$ cat src/rtl/uart_pkg.sv
// Shared types and helpers for the UART transmitter: parity mode codes,
// FSM state encoding and the parity-bit function.
package uart_pkg;

    localparam logic [1:0] PAR_NONE = 2'b00;
    localparam logic [1:0] PAR_EVEN = 2'b01;
    localparam logic [1:0] PAR_ODD  = 2'b10;

    localparam int MAX_PAYLOAD = 9;

    typedef enum logic [2:0] {
        ST_IDLE   = 3'd0,
        ST_START  = 3'd1,
        ST_DATA   = 3'd2,
        ST_PARITY = 3'd3,
        ST_STOP   = 3'd4
    } uart_state_t;

    function automatic logic parity_enabled(input logic [1:0] mode);
        logic en;
        case (mode)
            PAR_EVEN: en = 1'b1;
            PAR_ODD:  en = 1'b1;
            default:  en = 1'b0;
        endcase
        return en;
    endfunction

    // Payload is zero-extended to MAX_PAYLOAD bits; extra zeros do not change parity.
    function automatic logic parity_bit(input logic [MAX_PAYLOAD-1:0] data, input logic [1:0] mode);
        logic p;
        case (mode)
            PAR_EVEN: p = ^data;
            PAR_ODD:  p = ~^data;
            default:  p = 1'b0;
        endcase
        return p;
    endfunction

endpackage

$ cat src/rtl/uart_tx_fifo_if.sv
// Byte push handshake between the CPU side (master) and the UART transmitter (slave).
interface uart_tx_fifo_if #(
    parameter int PAYLOAD_BITS = 8
);
    logic [PAYLOAD_BITS-1:0] tx_data;
    logic                    tx_valid;
    logic                    tx_ready;

    modport master (output tx_data, output tx_valid, input tx_ready);
    modport slave  (input tx_data, input tx_valid, output tx_ready);
endinterface

$ cat src/rtl/uart_sync_fifo.sv
// Synchronous FIFO with flush; pointers carry one extra wrap bit to tell full from empty.
module uart_sync_fifo #(
    parameter int WIDTH = 8,
    parameter int DEPTH = 4
) (
    input  logic                     clk,
    input  logic                     rst,
    input  logic                     push,
    input  logic [WIDTH-1:0]         push_data,
    input  logic                     pop,
    output logic [WIDTH-1:0]         pop_data,
    input  logic                     flush,
    output logic                     full,
    output logic                     empty,
    output logic [$clog2(DEPTH):0]   level
);
    localparam int AW = $clog2(DEPTH);

    logic [WIDTH-1:0] mem_r [DEPTH];
    logic [AW:0]      wr_ptr_r;
    logic [AW:0]      rd_ptr_r;
    logic             push_ok_s;
    logic             pop_ok_s;

    assign empty     = (wr_ptr_r == rd_ptr_r);
    assign full      = (wr_ptr_r[AW] != rd_ptr_r[AW]) && (wr_ptr_r[AW-1:0] == rd_ptr_r[AW-1:0]);
    assign level     = wr_ptr_r - rd_ptr_r;
    assign pop_data  = mem_r[rd_ptr_r[AW-1:0]];
    // A flush drops any same-cycle push; the head may still be popped on that cycle.
    assign push_ok_s = push && !full && !flush;
    assign pop_ok_s  = pop && !empty;

    // Pointer update: flush collapses the read pointer onto the write pointer.
    always_ff @(posedge clk) begin
        if (rst) begin
            wr_ptr_r <= {(AW+1){1'b0}};
            rd_ptr_r <= {(AW+1){1'b0}};
        end else begin
            if (push_ok_s) begin
                wr_ptr_r <= wr_ptr_r + {{AW{1'b0}}, 1'b1};
            end else begin
                wr_ptr_r <= wr_ptr_r;
            end
            if (flush) begin
                rd_ptr_r <= wr_ptr_r;
            end else if (pop_ok_s) begin
                rd_ptr_r <= rd_ptr_r + {{AW{1'b0}}, 1'b1};
            end else begin
                rd_ptr_r <= rd_ptr_r;
            end
        end
    end

    // Storage write.
    always_ff @(posedge clk) begin
        if (push_ok_s) begin
            mem_r[wr_ptr_r[AW-1:0]] <= push_data;
        end
    end

endmodule

$ cat src/rtl/uart_tx_fifo.sv
// UART transmitter with a write FIFO, run-time divider, optional parity,
// 1/2 stop bits and CTS gating of frame starts; frames queue back-to-back.
module uart_tx_fifo
    import uart_pkg::*;
#(
    parameter int PAYLOAD_BITS = 8,
    parameter int FIFO_DEPTH   = 4,
    parameter int DIV_BITS     = 12
) (
    input  logic                          clk,
    input  logic                          rst,
    uart_tx_fifo_if.slave                 bus,
    input  logic                          flush,
    input  logic [DIV_BITS-1:0]           divider,
    input  logic [1:0]                    parity_mode,
    input  logic                          two_stop,
    input  logic                          cts_n,
    output logic                          uart_txd,
    output logic                          busy,
    output logic [$clog2(FIFO_DEPTH):0]   fifo_level
);
    localparam int BIT_W = $clog2(PAYLOAD_BITS + 1);
    localparam logic [BIT_W-1:0] LAST_BIT = BIT_W'(PAYLOAD_BITS - 1);

    uart_state_t              state_r, state_n;
    logic [DIV_BITS-1:0]      cnt_r, cnt_n;
    logic [DIV_BITS-1:0]      div_r;
    logic [BIT_W-1:0]         bit_r, bit_n;
    logic [PAYLOAD_BITS-1:0]  shift_r, shift_n;
    logic                     txd_r, txd_n;
    logic                     par_en_r, par_bit_r, two_stop_r;
    logic                     avail_r;
    logic                     launch_s;
    logic                     can_launch_s;
    logic                     bit_end_s;
    logic                     fifo_full_s, fifo_empty_s;
    logic [PAYLOAD_BITS-1:0]  head_s;
    logic [MAX_PAYLOAD-1:0]   head_ext_s;

    uart_sync_fifo #(
        .WIDTH (PAYLOAD_BITS),
        .DEPTH (FIFO_DEPTH)
    ) u_fifo (
        .clk       (clk),
        .rst       (rst),
        .push      (bus.tx_valid),
        .push_data (bus.tx_data),
        .pop       (launch_s),
        .pop_data  (head_s),
        .flush     (flush),
        .full      (fifo_full_s),
        .empty     (fifo_empty_s),
        .level     (fifo_level)
    );

    assign bus.tx_ready = !fifo_full_s;
    assign uart_txd     = txd_r;
    assign busy         = (state_r != ST_IDLE) || !fifo_empty_s;
    assign bit_end_s    = (cnt_r == div_r);
    // avail_r is the registered not-empty status; the live flag still guards a pop.
    assign can_launch_s = avail_r && !fifo_empty_s && !cts_n;

    // Zero-extend the FIFO head for the parity helper.
    always_comb begin
        head_ext_s = {MAX_PAYLOAD{1'b0}};
        head_ext_s[PAYLOAD_BITS-1:0] = head_s;
    end

    // Next-state, bit counter, shifter and serial output.
    always_comb begin
        state_n  = state_r;
        cnt_n    = bit_end_s ? {DIV_BITS{1'b0}} : cnt_r + DIV_BITS'(1);
        bit_n    = bit_r;
        shift_n  = shift_r;
        txd_n    = txd_r;
        launch_s = 1'b0;
        case (state_r)
            ST_IDLE: begin
                cnt_n = {DIV_BITS{1'b0}};
                txd_n = 1'b1;
                if (can_launch_s) begin
                    launch_s = 1'b1;
                    shift_n  = head_s;
                    state_n  = ST_START;
                    txd_n    = 1'b0;
                end else begin
                    state_n  = ST_IDLE;
                end
            end
            ST_START: begin
                if (bit_end_s) begin
                    state_n = ST_DATA;
                    bit_n   = {BIT_W{1'b0}};
                    txd_n   = shift_r[0];
                end else begin
                    state_n = ST_START;
                end
            end
            ST_DATA: begin
                if (bit_end_s && (bit_r == LAST_BIT)) begin
                    bit_n   = {BIT_W{1'b0}};
                    state_n = par_en_r ? ST_PARITY : ST_STOP;
                    txd_n   = par_en_r ? par_bit_r : 1'b1;
                end else if (bit_end_s) begin
                    bit_n   = bit_r + BIT_W'(1);
                    shift_n = {1'b0, shift_r[PAYLOAD_BITS-1:1]};
                    txd_n   = shift_r[1];
                end else begin
                    state_n = ST_DATA;
                end
            end
            ST_PARITY: begin
                if (bit_end_s) begin
                    state_n = ST_STOP;
                    bit_n   = {BIT_W{1'b0}};
                    txd_n   = 1'b1;
                end else begin
                    state_n = ST_PARITY;
                end
            end
            ST_STOP: begin
                if (bit_end_s && two_stop_r && (bit_r == {BIT_W{1'b0}})) begin
                    bit_n   = BIT_W'(1);
                    txd_n   = 1'b1;
                end else if (bit_end_s && can_launch_s) begin
                    launch_s = 1'b1;
                    shift_n  = head_s;
                    state_n  = ST_START;
                    txd_n    = 1'b0;
                end else if (bit_end_s) begin
                    state_n = ST_IDLE;
                    txd_n   = 1'b1;
                end else begin
                    state_n = ST_STOP;
                end
            end
            default: begin
                state_n = ST_IDLE;
                cnt_n   = {DIV_BITS{1'b0}};
                txd_n   = 1'b1;
            end
        endcase
    end

    // State and datapath registers; frame configuration is captured only at launch.
    always_ff @(posedge clk) begin
        if (rst) begin
            state_r    <= ST_IDLE;
            cnt_r      <= {DIV_BITS{1'b0}};
            bit_r      <= {BIT_W{1'b0}};
            shift_r    <= {PAYLOAD_BITS{1'b0}};
            txd_r      <= 1'b1;
            div_r      <= {DIV_BITS{1'b0}};
            par_en_r   <= 1'b0;
            par_bit_r  <= 1'b0;
            two_stop_r <= 1'b0;
            avail_r    <= 1'b0;
        end else begin
            state_r <= state_n;
            cnt_r   <= cnt_n;
            bit_r   <= bit_n;
            shift_r <= shift_n;
            txd_r   <= txd_n;
            avail_r <= !fifo_empty_s;
            if (launch_s) begin
                div_r      <= divider;
                par_en_r   <= parity_enabled(parity_mode);
                par_bit_r  <= parity_bit(head_ext_s, parity_mode);
                two_stop_r <= two_stop;
            end else begin
                div_r      <= div_r;
                par_en_r   <= par_en_r;
                par_bit_r  <= par_bit_r;
                two_stop_r <= two_stop_r;
            end
        end
    end

endmodule

$ cat src/flat_wrapper.sv
// flat-port wrapper written by rule: the top's interface ports become plain ports
module uart_tx_fifo_flat import uart_pkg::*;
#(
    parameter int PAYLOAD_BITS = 8,
    parameter int FIFO_DEPTH   = 4,
    parameter int DIV_BITS     = 12
)
  (clk, rst, flush, divider, parity_mode, two_stop, cts_n, uart_txd, busy, fifo_level, bus_tx_data, bus_tx_valid, bus_tx_ready);
  uart_tx_fifo_if #(.PAYLOAD_BITS(PAYLOAD_BITS)) bus_i ();
  input  logic clk;
  input  logic rst;
  input  logic flush;
  input  logic [DIV_BITS-1:0] divider;
  input  logic [1:0] parity_mode;
  input  logic two_stop;
  input  logic cts_n;
  output logic uart_txd;
  output logic busy;
  output logic [$clog2(FIFO_DEPTH):0] fifo_level;
  input wire logic [$bits(bus_i.tx_data)-1:0] bus_tx_data;
  input wire logic [$bits(bus_i.tx_valid)-1:0] bus_tx_valid;
  output wire logic [$bits(bus_i.tx_ready)-1:0] bus_tx_ready;
  assign bus_i.tx_data = bus_tx_data;
  assign bus_i.tx_valid = bus_tx_valid;
  assign bus_tx_ready = bus_i.tx_ready;
  uart_tx_fifo #(.PAYLOAD_BITS(PAYLOAD_BITS), .FIFO_DEPTH(FIFO_DEPTH), .DIV_BITS(DIV_BITS)) u_core (.clk(clk), .rst(rst), .bus(bus_i), .flush(flush), .divider(divider), .parity_mode(parity_mode), .two_stop(two_stop), .cts_n(cts_n), .uart_txd(uart_txd), .busy(busy), .fifo_level(fifo_level));
endmodule
$ cat config.mk
export PLATFORM = sky130hd
export DESIGN_NAME = uart_tx_fifo_flat
export DESIGN_NICKNAME = d
export VERILOG_FILES = /design/src/rtl/uart_pkg.sv /design/src/rtl/uart_tx_fifo_if.sv /design/src/rtl/uart_sync_fifo.sv /design/src/rtl/uart_tx_fifo.sv /design/src/flat_wrapper.sv
export SDC_FILE = /design/constraint.sdc
export NUM_CORES = 1
export LEC_CHECK = 0
export CORE_MARGIN = 1
export CORE_UTILIZATION = 55
export CTS_CLUSTER_DIAMETER = 120
export DETAILED_ROUTE_END_ITERATION = 8
export DONT_BUFFER_PORTS = 1
export MAX_ROUTING_LAYER = met4
export PLACE_DENSITY = 0.85
export REMOVE_ABC_BUFFERS = 1
export SKIP_LAST_GASP = 1
export SYNTH_ARGS = -nofsm -noshare
export SYNTH_HDL_FRONTEND = slang
export SYNTH_HIERARCHICAL = 1
export SYNTH_SLANG_ARGS = --single-unit
$ cat constraint.sdc
create_clock -name clk -period 2.7 [get_ports clk]
set_clock_uncertainty 0.15 [all_clocks]
set_input_delay 0.405 -clock clk [delete_from_list [all_inputs] [get_ports clk]]
set_output_delay 0.405 -clock clk [all_outputs]
set_load 0.02 [all_outputs]
==> results.tsv, run 1 <==
stage	metric	value	unit
pwr	power_density	638	nW/um^2
timing	grt_setup_unrepaired	false	
synthesis	ys_seq_elements	84	
timing	finalHoldViolations	0	
layout	layout_common_cells	52 x dfxtp_1, 41 x nor2_1, 32 x edfxtp_1	
setup_path	startpoint_type	flip-flop	
placed_design	post-dp-hpwl	5470	um
timing	fmax	397	MHz
floorplanning	coreArea	6940	um^2
grt	grt_pass1_wl	13000	um
timing	period_minus_slack	2520	ps
pwr	p_leak	1.58	nW
route	ant_nets	0	
job	maxCapViolations	0	
route	dr.pass1.iters	4	
floorplanning	std_cell_rows	30	
layout	synthToLayoutAreaGrowth	11.3	%
route	vias	2816	
clock_tree	clock-sinks	84	
timing	finalSetupViolCount	0	
synthesis	synth_top_area_cell	dfxtp_1	
status	outcome	finished clean	
route	routed_wl	8030	um
clock_tree	clkLatencyLatePin	360	ps
synthesis	synth_cells	370	
synthesis	netlist_area	4060	um^2
layout	drive_above_1_share	14.5	%
synthesis	synth-seq-area-share	49.3	%
grt	overflow	0	
synthesis	synthFlopType	dfxtp_1	
placed_design	portBuffers	0	
synthesis	avgSynthCellArea	11.0	um^2
layout	nets	428	
layout	antenna-diode-count	0	
layout	layout_commonest_cell	dfxtp_1	
route	drt_iter0_drc	161	
synthesis	synth.distinct_cells	54	
clock_tree	postCtsSetupRepairBufs	0	
setup_path	reg2regPathDepth	11	
placed_design	gp_congestion	0.841	
grt	grt_pass1_vias	2769	
setup_path	regToRegSetupSlack	180	ps
clock_tree	cts_inserted_buffers	9	
pwr	ir_drop	0.450	mV
placed_design	placed_cells	463	
clock_tree	cts_buffer_depth	2	
clock_tree	htree_levels	3	
route	wl_per_cell	16.5	um
setup_path	path_max_fanout	4	
floorplanning	die_h	87.9	um
setup_path	path_class	reg2reg	
layout	final_cells	488	
synthesis	synth_edf_count	32	
setup_path	crit_required	2780	ps
route	drc	0	
timing	fin_crit_sh	93.4	%
synthesis	ys_async_sr_fraction	0	%
layout	final_util	65.1	%
timing	slew_headroom	65.2	%
floorplanning	die-area	7730	um^2
floorplanning	die_w	87.9	um
grt	grt_usage	23.2	%
setup_path	cp.arrival	2600	ps
synthesis	synth_area_leaders	dfxtp_1 26%, edfxtp_1 24%, xnor2_1 5.0%, mux4_2 4.4%, mux2i_1 4.2%	
clock_tree	cts_tree	done	
synthesis	synth_warnings	6	
synthesis	yosys.area.top_type_share	25.6	%
timing	worst_pin_slew	522	ps
floorplanning	top_level_ports	34	
route	viasPerCell	5.77	
timing	maxSlewViolCount	0	
floorplanning	start_util	58.5	%
grt	grt_max_degree	33	
grt	antenna_found_initial	0	
clock_tree	root_buffer	clkbuf_8	
layout	fillers	502	
clock_tree	clkTransAtPathRegs	90	ps
hold_path	min_path_cells	2	
setup_path	critPathCaptureType	flip-flop	
hold_path	min-delay-path-class	in2reg	
==> cell type report <==
type / count / area, um^2 / area share [%]
sequential: 84 / 2000 / 44.3
multi-input combinational: 247 / 1920 / 42.4
timing repair buffer: 22 / 198 / 4.37
clock buffer: 12 / 145 / 3.21
tap: 96 / 120 / 2.66
inverter: 23 / 91.3 / 2.02
clock inverter: 4 / 47.5 / 1.05
==> worst max-delay path: stages (launching register included) <==
cell       delay [ps]
dfxtp_1           340
inv_1              90
ha_1              320
nand2_1           130
nor2_2             80
nor3b_2           220
buf_4             170
o21ai_0            70
a21oi_1           170
mux2i_1           120
a2111oi_0         460
a31oi_1            70
==> synthesized netlist by cell type, types with 2 or more instances <==
master and n:
mux2_2 8, mux4_2 8, nor2b_1 5, nand3_1 12, xor2_1 8, nand3b_1 2
o211ai_1 3, nand2b_1 6, nand4bb_1 2, mux2i_1 17, o21ai_0 9, and3_1 6
xnor2_1 23, o311a_1 3, nand4_1 5, nand2_1 12, buf_2 5, a21oi_1 19
edfxtp_1 32, nor2_1 42, and2_1 4, a311oi_1 8, nor2_2 2, inv_1 22
mux2_4 2, ha_1 12, nor3_1 3, or4_1 2, a211oi_1 3, dfxtp_1 52
clkbuf_1 9, and3b_1 2
==> power by group <==
| part | internal (mW) | switching [mW] |
|---|---|---|
| combinational | 0.251 | 0.304 |
| clock | 0.451 | 0.440 |
| sequential | 1.38 | 0.0546 |
| total | 2.08 | 0.799 |
==> metrics by stage <==
step	TNS (ps)	power [mW]	area [um^2]	worst slack, ps	hold WS (ps)
2_1_floorplan	-263	1.85	3990	-94.3	284
6_report	0	2.88	4520	179	45.5
4_1_cts	0	2.88	4500	121	39.9
5_1_grt	0	3.01	4520	11.8	32.6
3_3_place_gp	0	1.96	4210	301	295
3_5_place_dp	0	1.98	4210	166	297
==> logic make-up (layout without fill, tap and decap cells) <==
| logic type | Yosys count | in the layout | share of synthesized area [%] |
|---|---|---|---|
| DFF | 84 | 84 | 49.3 |
| buffers and inverters | 39 | 61 | 3.91 |
| muxes | 35 | 35 | 11.6 |
| xor gates and xnor gates | 32 | 32 | 7.36 |
| and+or+nand+nor | 111 | 111 | 14.2 |
| AOI/OAI and AO/OA | 56 | 56 | 9.46 |
| adders and majority gates | 13 | 13 | 4.19 |
==> worst paths after layout <==
kind,from,endpoint
worst max-delay path,u_core/u_fifo/wr_ptr_r[0]$_SDFFE_PP0P_,u_core/uart_txd$_SDFFE_PP1P_
worst min-delay path,divider[5],u_core/div_r[5]$_SDFFE_PP0P_
worst max register to register,u_core/u_fifo/wr_ptr_r[0]$_SDFFE_PP0P_,u_core/uart_txd$_SDFFE_PP1P_
worst min register to register,u_core/shift_r[4]$_SDFFE_PP0P_,u_core/shift_r[4]$_SDFFE_PP0P_
==> state kept, by name (all words and copies together) (netlist names), 3 cells and up, named ones only <==
register / flops
u_core/u_fifo/rd_ptr_r: 3
u_core/u_fifo/wr_ptr_r: 3
u_core/cnt_r: 12
u_core/state_r: 3
u_core/u_fifo/mem_r: 32
u_core/div_r: 12
u_core/shift_r: 8
u_core/bit_r: 4
==> metal layers <==
layer | up-vias | part of all wire (%) | track usage (%)
li1 | 1367 | - | -
met3 | 14 | 4.3 | 4.15
met5 | - | 0 | -
met1 | 1367 | 44 | 29.0
met2 | 68 | 50 | 36.7
met4 | 0 | 1.6 | 10.7
==> timing repair <==
item	CTS	global route
hold endpoints to repair	64	0
hold buffers	9	0
setup endpoints to repair	0	12
resized for setup	0	4
Note: power is estimated with default switching activity, not from simulation.
==> run 2, diff against run 1 <==
- CORE_UTILIZATION: 55 -> 40
- PLACE_DENSITY: 0.85 -> 0.68
==> run 2 against run 1 <==
- via count down 2.9%
- final cell count up 7.6%
- setup slack better by 59 ps
- routed wire length down 1.2%
==> results.tsv, run 2 (same netlist as run 1, synthesis figures left out) <==
stage	metric	value	unit	change
timing	worst_pin_slew	542	ps	was 522 ps
grt	grt_usage	16.5	%	was 23.2%
layout	layout_commonest_cell	dfxtp_1		unchanged
pwr	power_density	614	nW/um^2	was 638 nW/um^2
floorplanning	die_w	103	um	was 87.9 um
setup_path	path_max_fanout	20		was 4
floorplanning	top_level_ports	34		unchanged
status	outcome	finished clean		unchanged
layout	layout_common_cells	52 x dfxtp_1, 41 x nor2_1, 32 x edfxtp_1		unchanged
layout	nets	428		unchanged
hold_path	min-delay-path-class	in2reg		unchanged
timing	finalHoldViolations	0		unchanged
timing	fin_crit_sh	91.2	%	was 93.4%
clock_tree	cts_inserted_buffers	9		unchanged
job	maxCapViolations	0		unchanged
timing	setup_tns	0	ps	unchanged
layout	final_util	46.4	%	was 65.1%
clock_tree	clkLatencyLatePin	350	ps	was 360 ps
route	drc	0		unchanged
route	vias	2734		was 2816
timing	grt_setup_unrepaired	false		unchanged
hold_path	min_path_cells	2		unchanged
route	viasPerCell	5.21		was 5.77
clock_tree	cts_tree	done		unchanged
route	dr.pass1.iters	4		unchanged
layout	antenna-diode-count	0		unchanged
timing	whs	52.2	ps	was 45.5 ps
floorplanning	std_cell_rows	36		was 30
pwr	ir_drop	0.225	mV	was 0.450 mV
timing	period_minus_slack	2460	ps	was 2520 ps
setup_path	critPathCaptureType	flip-flop		unchanged
clock_tree	root_buffer	clkbuf_8		unchanged
grt	antenna_found_initial	0		unchanged
timing	slew_headroom	63.9	%	was 65.2%
setup_path	startpoint_type	flip-flop		unchanged
layout	largest_reg_flops	32		unchanged
route	ant_nets	0		unchanged
setup_path	crit_required	2830	ps	was 2780 ps
timing	fmax	406	MHz	was 397 MHz
placed_design	placed_cells	500		was 463
clock_tree	htree_levels	3		unchanged
placed_design	gp_congestion	0.848		was 0.841
grt	grt_max_degree	33		unchanged
grt	overflow	0		unchanged
layout	drive_above_1_share	14.5	%	unchanged
floorplanning	die_h	103	um	was 87.9 um
floorplanning	start_util	41.4	%	was 58.5%
hold_path	hold_start	divider[5]		unchanged
layout	final_cells	525		was 488
grt	grt_pass1_vias	2674		was 2769
timing	worst_slack	239	ps	was 179 ps
clock_tree	cts_buffer_depth	2		unchanged
floorplanning	die-area	10600	um^2	was 7730 um^2
placed_design	portBuffers	0		unchanged
setup_path	reg2regPathDepth	12		was 11
pwr	p_leak	1.57	nW	was 1.58 nW
placed_design	dp_slack	148	ps	was 166 ps
timing	maxSlewViolCount	0		unchanged
setup_path	crit_start	u_core/u_fifo/wr_ptr_r[0]$_SDFFE_PP0P_		unchanged
setup_path	cp.arrival	2590	ps	was 2600 ps
layout	synthToLayoutAreaGrowth	12.2	%	was 11.3%
setup_path	timing.rr.start	u_core/u_fifo/wr_ptr_r[0]$_SDFFE_PP0P_		unchanged
floorplanning	coreArea	9820	um^2	was 6940 um^2
clock_tree	clkTransAtPathRegs	90	ps	about the same
timing	finalSetupViolCount	0		unchanged
setup_path	path_class	reg2reg		unchanged
route	drt_iter0_drc	87		was 161
clock_tree	clock-sinks	84		unchanged
grt	grt_pass1_wl	13000	um	about the same
placed_design	post-dp-hpwl	5450	um	was 5470 um
route	routed_wl	7940	um	was 8030 um
route	wl_per_cell	15.1	um	was 16.5 um
-- run 2: cell count changes in the layout (fill, tap and decap cells not counted), sizes merged --
cell      change
clkbuf        +2
bufinv        -1
clkinvlp      -1
-- run 2: what timing repair did --
| item | 4_1_cts | 5_1_grt |
|---|---|---|
| hold buffers | 9 | 0 |
| gates resized for setup | 0 | 4 |
| buffers inserted | 0 | 0 |
| hold endpoints to repair | 64 | 0 |
| endpoints found under the setup margin | 0 | 12 |
-- run 2: where the power goes --
part / total [mW] / internal, mW / switching (mW) / leakage (nW)
clock network: 0.809 / 0.384 / 0.425 / 0.0905
logic: 0.553 / 0.254 / 0.298 / 0.772
registers: 1.44 / 1.38 / 0.0560 / 0.712
-- run 2: area by class of cell --
| cell class | instances | area, um^2 |
|---|---|---|
| clock buffers | 14 | 163 |
| clock inverters | 2 | 10.0 |
| fillers | 931 | 5260 |
| inverters | 23 | 91.3 |
| multi-input cells | 247 | 1920 |
| flip-flops and latches | 84 | 2000 |
| well taps | 133 | 166 |
| repair buffers | 22 | 210 |
-- run 2: metrics by stage --
stage / instance area (um^2) / total power, mW
floorplan: 3990 / 1.85
global placement: 4270 / 1.98
detailed placement: 4270 / 1.99
CTS: 4540 / 2.81
global route: 4560 / 2.95
finish: 4560 / 2.80
-- run 2: layer usage --
layer	vias to the layer above	wire [um]	track usage, %
met3	8	229	3.25
met5	-	0	-
met4	0	130	5.63
li1	1357	-	-
met2	38	3730	25.4
met1	1331	3850	21.8
-- run 2: critical path, cell delays in order (launching register included) --
cell	delay, ps
dfxtp_1	340
inv_1	90
ha_1	320
nand2_1	110
nor2_2	70
nor3b_2	190
nand4_1	110
nor4_2	260
nor2_2	110
inv_6	170
nor4b_2	210
o21ai_0	160
nand3_1	100
-- run 2: path summary, 6_finish.rpt --
kind                            slack [ps]                                endpoint
worst max register to register         240  u_core/u_fifo/rd_ptr_r[0]$_SDFFE_PP0P_
worst min register to register         320          u_core/shift_r[5]$_SDFFE_PP0P_
worst max-delay path                   240  u_core/u_fifo/rd_ptr_r[0]$_SDFFE_PP0P_
worst min-delay path                    50            u_core/div_r[5]$_SDFFE_PP0P_
==> run 3, diff against run 2 <==
- REMOVE_ABC_BUFFERS: 1 -> unset
==> run 3 against run 2 <==
- global-route usage rose by 0.53 points
- critical path depth did not move
- routed wire length rose by 0.58%
- utilization fell by 0.077 points
- via count fell by 0.44%
- clock-buffer cell count fell by 2
- power rose by 2.6%
- sequential cell count did not move
- cell area fell by 0.16%
- largest cell class unchanged
==> results.tsv, run 3 (same netlist as run 1, synthesis figures left out) <==
stage	metric	value	unit	change
status	outcome	finished clean		unchanged
layout	antenna-diode-count	0		unchanged
grt	grt_pass1_wl	13100	um	was 13000 um
placed_design	gp_congestion	0.791		was 0.848
pwr	p_leak	1.56	nW	was 1.57 nW
pwr	finalPower	2.87	mW	was 2.80 mW
job	maxCapViolations	0		unchanged
route	ant_nets	0		unchanged
clock_tree	cts_inserted_buffers	9		unchanged
pwr	sw_frac_of_total	27.4	%	was 27.8%
setup_path	slowest_delay	370	ps	was 340 ps
setup_path	crit_required	2790	ps	was 2830 ps
layout	fillers	913		was 931
grt	grt_usage	17.1	%	was 16.5%
floorplanning	top_level_ports	34		unchanged
layout	multi_input_area	1920	um^2	about the same
placed_design	portBuffers	0		unchanged
route	dr.pass1.iters	5		was 4
setup_path	path_max_fanout	13		was 20
pwr	p_seq_share	50.1	%	was 51.4%
route	vias	2722		was 2734
layout	nets	423		was 428
setup_path	worst_path_most_repeated_cell	nor2_2		unchanged
clock_tree	clkTransAtPathRegs	80	ps	was 90 ps
setup_path	cp.arrival	2580	ps	was 2590 ps
timing	setup_tns	0	ps	unchanged
setup_path	critPathSlowestCell	dfxtp_2		was dfxtp_1
floorplanning	std_cell_rows	36		unchanged
clock_tree	cts_tree	done		unchanged
setup_path	critPathCaptureType	flip-flop		unchanged
floorplanning	die_w	103	um	unchanged
route	wl_per_cell	15.4	um	was 15.1 um
layout	synthToLayoutAreaGrowth	12.0	%	was 12.2%
floorplanning	start_util	41.4	%	unchanged
grt	antenna_found_initial	0		unchanged
clock_tree	clock-sinks	84		unchanged
timing	worst_pin_slew	534	ps	was 542 ps
clock_tree	postCtsSetupRepairBufs	0		unchanged
clock_tree	cts_buffer_depth	2		unchanged
synthesis	syn-num-nets	411		
pwr	power.internal	2.08	mW	was 2.02 mW
timing	slew_headroom	64.4	%	was 63.9%
floorplanning	coreArea	9820	um^2	unchanged
timing	finalSetupViolCount	0		unchanged
route	wl_met2	3750	um	was 3730 um
clock_tree	clkLatencyLatePin	350	ps	about the same
setup_path	crit_chain	inv_1 -> ha_4 -> nand2_2 -> nor2_2 -> nor3b_2 -> nand4_1 -> nor4_2 -> nor2_2 -> inv_4 -> buf_12 -> mux2i_1 -> nor2_1		was inv_1 -> ha_1 -> nand2_1 -> nor2_2 -> nor3b_2 -> nand4_1 -> nor4_2 -> nor2_2 -> inv_6 -> nor4b_2 -> o21ai_0 -> nand3_1
timing	grt_setup_unrepaired	false		unchanged
layout	seq_area	2000	um^2	about the same
timing	finalHoldViolations	0		unchanged
grt	overflow	0		unchanged
pwr	pwr-share-comb	18.9	%	was 19.7%
setup_path	startpoint_type	flip-flop		unchanged
route	highest_layer	met4		unchanged
route	drc	0		unchanged
timing	fmax	403	MHz	was 406 MHz
placed_design	post-dp-hpwl	5630	um	was 5450 um
clock_tree	htree_levels	3		unchanged
pwr	p_clk_share	31.0	%	was 28.9%
grt	grt_max_degree	33		unchanged
hold_path	min-delay-path-class	in2reg		unchanged
timing	maxSlewViolCount	0		unchanged
pwr	switching_power	0.789	mW	was 0.779 mW
timing	period_minus_slack	2480	ps	was 2460 ps
layout	layout_commonest_cell	dfxtp_1		unchanged
floorplanning	die_h	103	um	unchanged
timing	fin_crit_sh	92.0	%	was 91.2%
layout	drive_above_1_share	14.5	%	about the same
pwr	ir_drop	0.227	mV	was 0.225 mV
grt	grt_pass1_vias	2695		was 2674
layout	final_util	46.3	%	was 46.4%
setup_path	path_class	reg2reg		unchanged
route	routed_wl	7990	um	was 7940 um
route	m1WireLength	3700	um	was 3850 um
layout	largest_reg_flops	32		unchanged
pwr	power_density	631	nW/um^2	was 614 nW/um^2
route	met3WireLength	339	um	was 229 um
route	drt_iter0_drc	115		was 87
floorplanning	die-area	10600	um^2	unchanged
route	viasPerCell	5.23		was 5.21
layout	layout_common_cells	50 x dfxtp_1, 41 x nor2_1, 32 x edfxtp_1		was 52 x dfxtp_1, 41 x nor2_1, 32 x edfxtp_1
clock_tree	root_buffer	clkbuf_8		unchanged
==> run 3: layout make-up <==
type / instances / area share (%)
Inverter: 23 / 1.95
Clock buffer: 12 / 3.19
Clock inverter: 4 / 1.07
Sequential cell: 84 / 44.0
Timing Repair Buffer: 17 / 3.79
Multi-Input combinational cell: 247 / 42.3
Tap cell: 133 / 3.66
==> run 3: path summary, 6_finish.rpt <==
kind | startpoint | to | slack [ps] | depth (start not counted)
min | divider[0] | u_core/div_r[0]$_SDFFE_PP0P_ | 50 | 2
max reg2reg | u_core/u_fifo/wr_ptr_r[0]$_SDFFE_PP0P_ | u_core/div_r[8]$_SDFFE_PP0P_ | 220 | 12
min reg2reg | u_core/shift_r[6]$_SDFFE_PP0P_ | u_core/shift_r[6]$_SDFFE_PP0P_ | 320 | 2
max | u_core/u_fifo/wr_ptr_r[0]$_SDFFE_PP0P_ | u_core/div_r[8]$_SDFFE_PP0P_ | 220 | 12
==> run 3: worst max-delay path, delay by kind of cell, from the launching register on <==
family | cells | cell delay [ps]
AND/OR/NAND/NOR | 7 | 940
buffers and inverters | 3 | 430
flip-flops | 1 | 370
adder cells (fa/ha/maj) | 1 | 290
multiplexers | 1 | 200
==> run 3: metrics by stage <==
step / hold slack (ps) / setup WS [ps] / instances / cell area, um^2
2_1_floorplan: 290 / 45.6 / 370 / 4090
3_3_place_gp: 294 / 239 / 495 / 4250
3_5_place_dp: 303 / 101 / 495 / 4250
4_1_cts: 32.9 / 82.7 / 520 / 4550
5_1_grt: 36.7 / 25.4 / 520 / 4550
6_report: 52.7 / 216 / 520 / 4550
==> run 3: layer usage <==
metal / global-route usage, % / vias to the layer above
met5: - / -
met4: 7.15 / 0
met3: 4.34 / 13
met2: 26.3 / 59
met1: 21.3 / 1302
li1: - / 1348
==> run 3: timing repair <==
action,in CTS,in global routing
endpoints found under the hold margin,64,0
hold buffers,9,0
resized for setup,0,4
setup endpoints to repair,0,23
==> run 3: power groups by stage <==
stage                     Sequential (mW)  Clock, mW  Combinational, mW
after CTS                            1.44      0.915              0.548
after global routing                 1.45      0.972              0.599
final                                1.44      0.890              0.543
after detailed placement             1.47          0              0.521
after floorplan                      1.45          0              0.441
after global placement               1.47          0              0.507
==> RTL change, RTL diff (flow settings as in run 2) <==
Make the reset (`rst`) asynchronous in 2 clocked blocks.
--- a/src/rtl/uart_sync_fifo.sv
+++ b/src/rtl/uart_sync_fifo.sv
@@ -31,7 +31,7 @@
     assign pop_ok_s  = pop && !empty;
 
     // Pointer update: flush collapses the read pointer onto the write pointer.
-    always_ff @(posedge clk) begin
+    always_ff @(posedge clk or posedge rst) begin
         if (rst) begin
             wr_ptr_r <= {(AW+1){1'b0}};
             rd_ptr_r <= {(AW+1){1'b0}};
--- a/src/rtl/uart_tx_fifo.sv
+++ b/src/rtl/uart_tx_fifo.sv
@@ -143,7 +143,7 @@
     end
 
     // State and datapath registers; frame configuration is captured only at launch.
-    always_ff @(posedge clk) begin
+    always_ff @(posedge clk or posedge rst) begin
         if (rst) begin
             state_r    <= ST_IDLE;
             cnt_r      <= {DIV_BITS{1'b0}};
Check against the original RTL: differs if rst is asserted again (counterexample within 4 cycles, from zero or initial values and one cycle with rst high); with rst held inactive, the same outputs for 10 cycles.
==> RTL change against run 2 <==
Sequential cell count decreased by 2; synthesized area increased by 1.5%; design area increased by 2.4%; fmax decreased by 3.1%; critical endpoint is now u_core/par_bit_r$_DFFE_PP0P_; routed wire length decreased by 4.6%; synthesized cell count decreased by 14%; via count decreased by 8.2%; largest cell class unchanged; setup slack got worse by 0.078 ns; count of clock-buffer cells in the layout decreased by 5.
Power is not compared: it rests on default switching activity, and its combinational part moved more than twofold at a synthesized area within 25%.
==> RTL change: results <==
[outcome]
status = "completed"

[critical_path]
arrival_ns = 2.64
cp_slowest_cell = "mux4_2"
r2r_slack_ns = 0.16
worst-path-max-fanout = 12
crit_family = "multiplexers"
max_stage_delay_ns = 0.54

[placement]
dpl-instance-area_sq_um = 4340
placed_cells = 455
dp_slack_ns = 0.0990
detailed_place_hpwl_microns = 5450
gp_congestion = 0.837
io_buffers = 0

[clocking]
postCtsHoldBufs = 9
cts_buffers = 9

[synth]
synthFlopType = "dfrtp_1"
synth_edf_count = 32
yosysSeqAreaShare_pct = 53.7
synthArstFlopShare_pct = 61.0
synth_common_cells = "49 x dfrtp_1, 32 x edfxtp_1, 24 x nor2_1"
syn_area_per_cell_sq_um = 13.0
synth_cell_type_count = 59
synthTopCellsByArea = "dfrtp_1 30%, edfxtp_1 23%, xor2_1 4.7%"

[detailed_routing]
met1Wirelength_microns = 3550
dr_total_vias = 2510
drtIter0Drc = 153
routedWlPerCell_microns = 15.8
wl_met3_microns = 325
wl_met2_microns = 3590

[global_routing]
grt_use_met3_pct = 3.40
grt_max_degree = 31
grt_pass1_vias = 2627
met1_usage_pct = 20.6
grt_usage_pct = 15.9
use_met2_pct = 24.0
grt_pass1_wl_microns = 12900

[power_and_ir_drop]
vdd_drop_max_v = 0.000665
p_leak_uw = 0.00192

[sta]
hold_viol_final = 0
slew_headroom_pct = 60.6
holdWs_ns = 0.0229
setup_ws_ns = 0.161

[layout]
layout-drive-gt1-share_pct = 21.3
stdcell_count = 480
diodes = 0
nets = 383
[RTL change: changes by cell type in the layout (fill, tap and decap cells not counted), moves of 8 or more]
cell      delta
xnor2_1     -12
mux2_1      +14
mux2i_1     -16
xor2_1      +14
dfxtp_1     -52
a311oi_1     -8
dfrtp_1     +49
a21oi_1     -17
nor2_1      -18
[RTL change: final cells by class]
type	count	area (sq um)
repair buffers	25	214
flip-flops and latches	82	2210
clock buffers	9	124
clock inverters	7	92.6
inverters	20	75.1
well taps	133	166
fillers	859	5200
multi-input cells	204	1780
[RTL change: power breakdown]
group          switching, uW  internal, uW  total [uW]
logic                   1010          1000        2010
registers                272          1640        1910
clock network            502           458         960
[RTL change: path summary, 6_finish.rpt]
kind | startpoint | endpoint | cells after the start
worst max-delay path | u_core/u_fifo/rd_ptr_r[0]$_DFFE_PP0P_ | u_core/par_bit_r$_DFFE_PP0P_ | 7
worst min-delay path | divider[8] | u_core/div_r[8]$_DFFE_PP0P_ | 1
worst max register to register | u_core/u_fifo/rd_ptr_r[0]$_DFFE_PP0P_ | u_core/par_bit_r$_DFFE_PP0P_ | 7
worst min register to register | u_core/shift_r[0]$_DFFE_PP0P_ | u_core/shift_r[0]$_DFFE_PP0P_ | 1
max in group asynchronous | rst | u_core/uart_txd$_DFFE_PP1P_ | 3
min in group asynchronous | rst | u_core/u_fifo/rd_ptr_r[2]$_DFFE_PP0P_ | 2
[RTL change: logic make-up after synthesis]
family / share of synthesized area, %
AO/OA/AOI/OAI: 6.92
XOR/XNOR: 7.01
adder cells (fa/ha/maj): 4.13
buffers and inverters: 3.43
flip-flops: 53.7
multiplexers: 14.1
AND/OR/NAND/NOR: 10.7
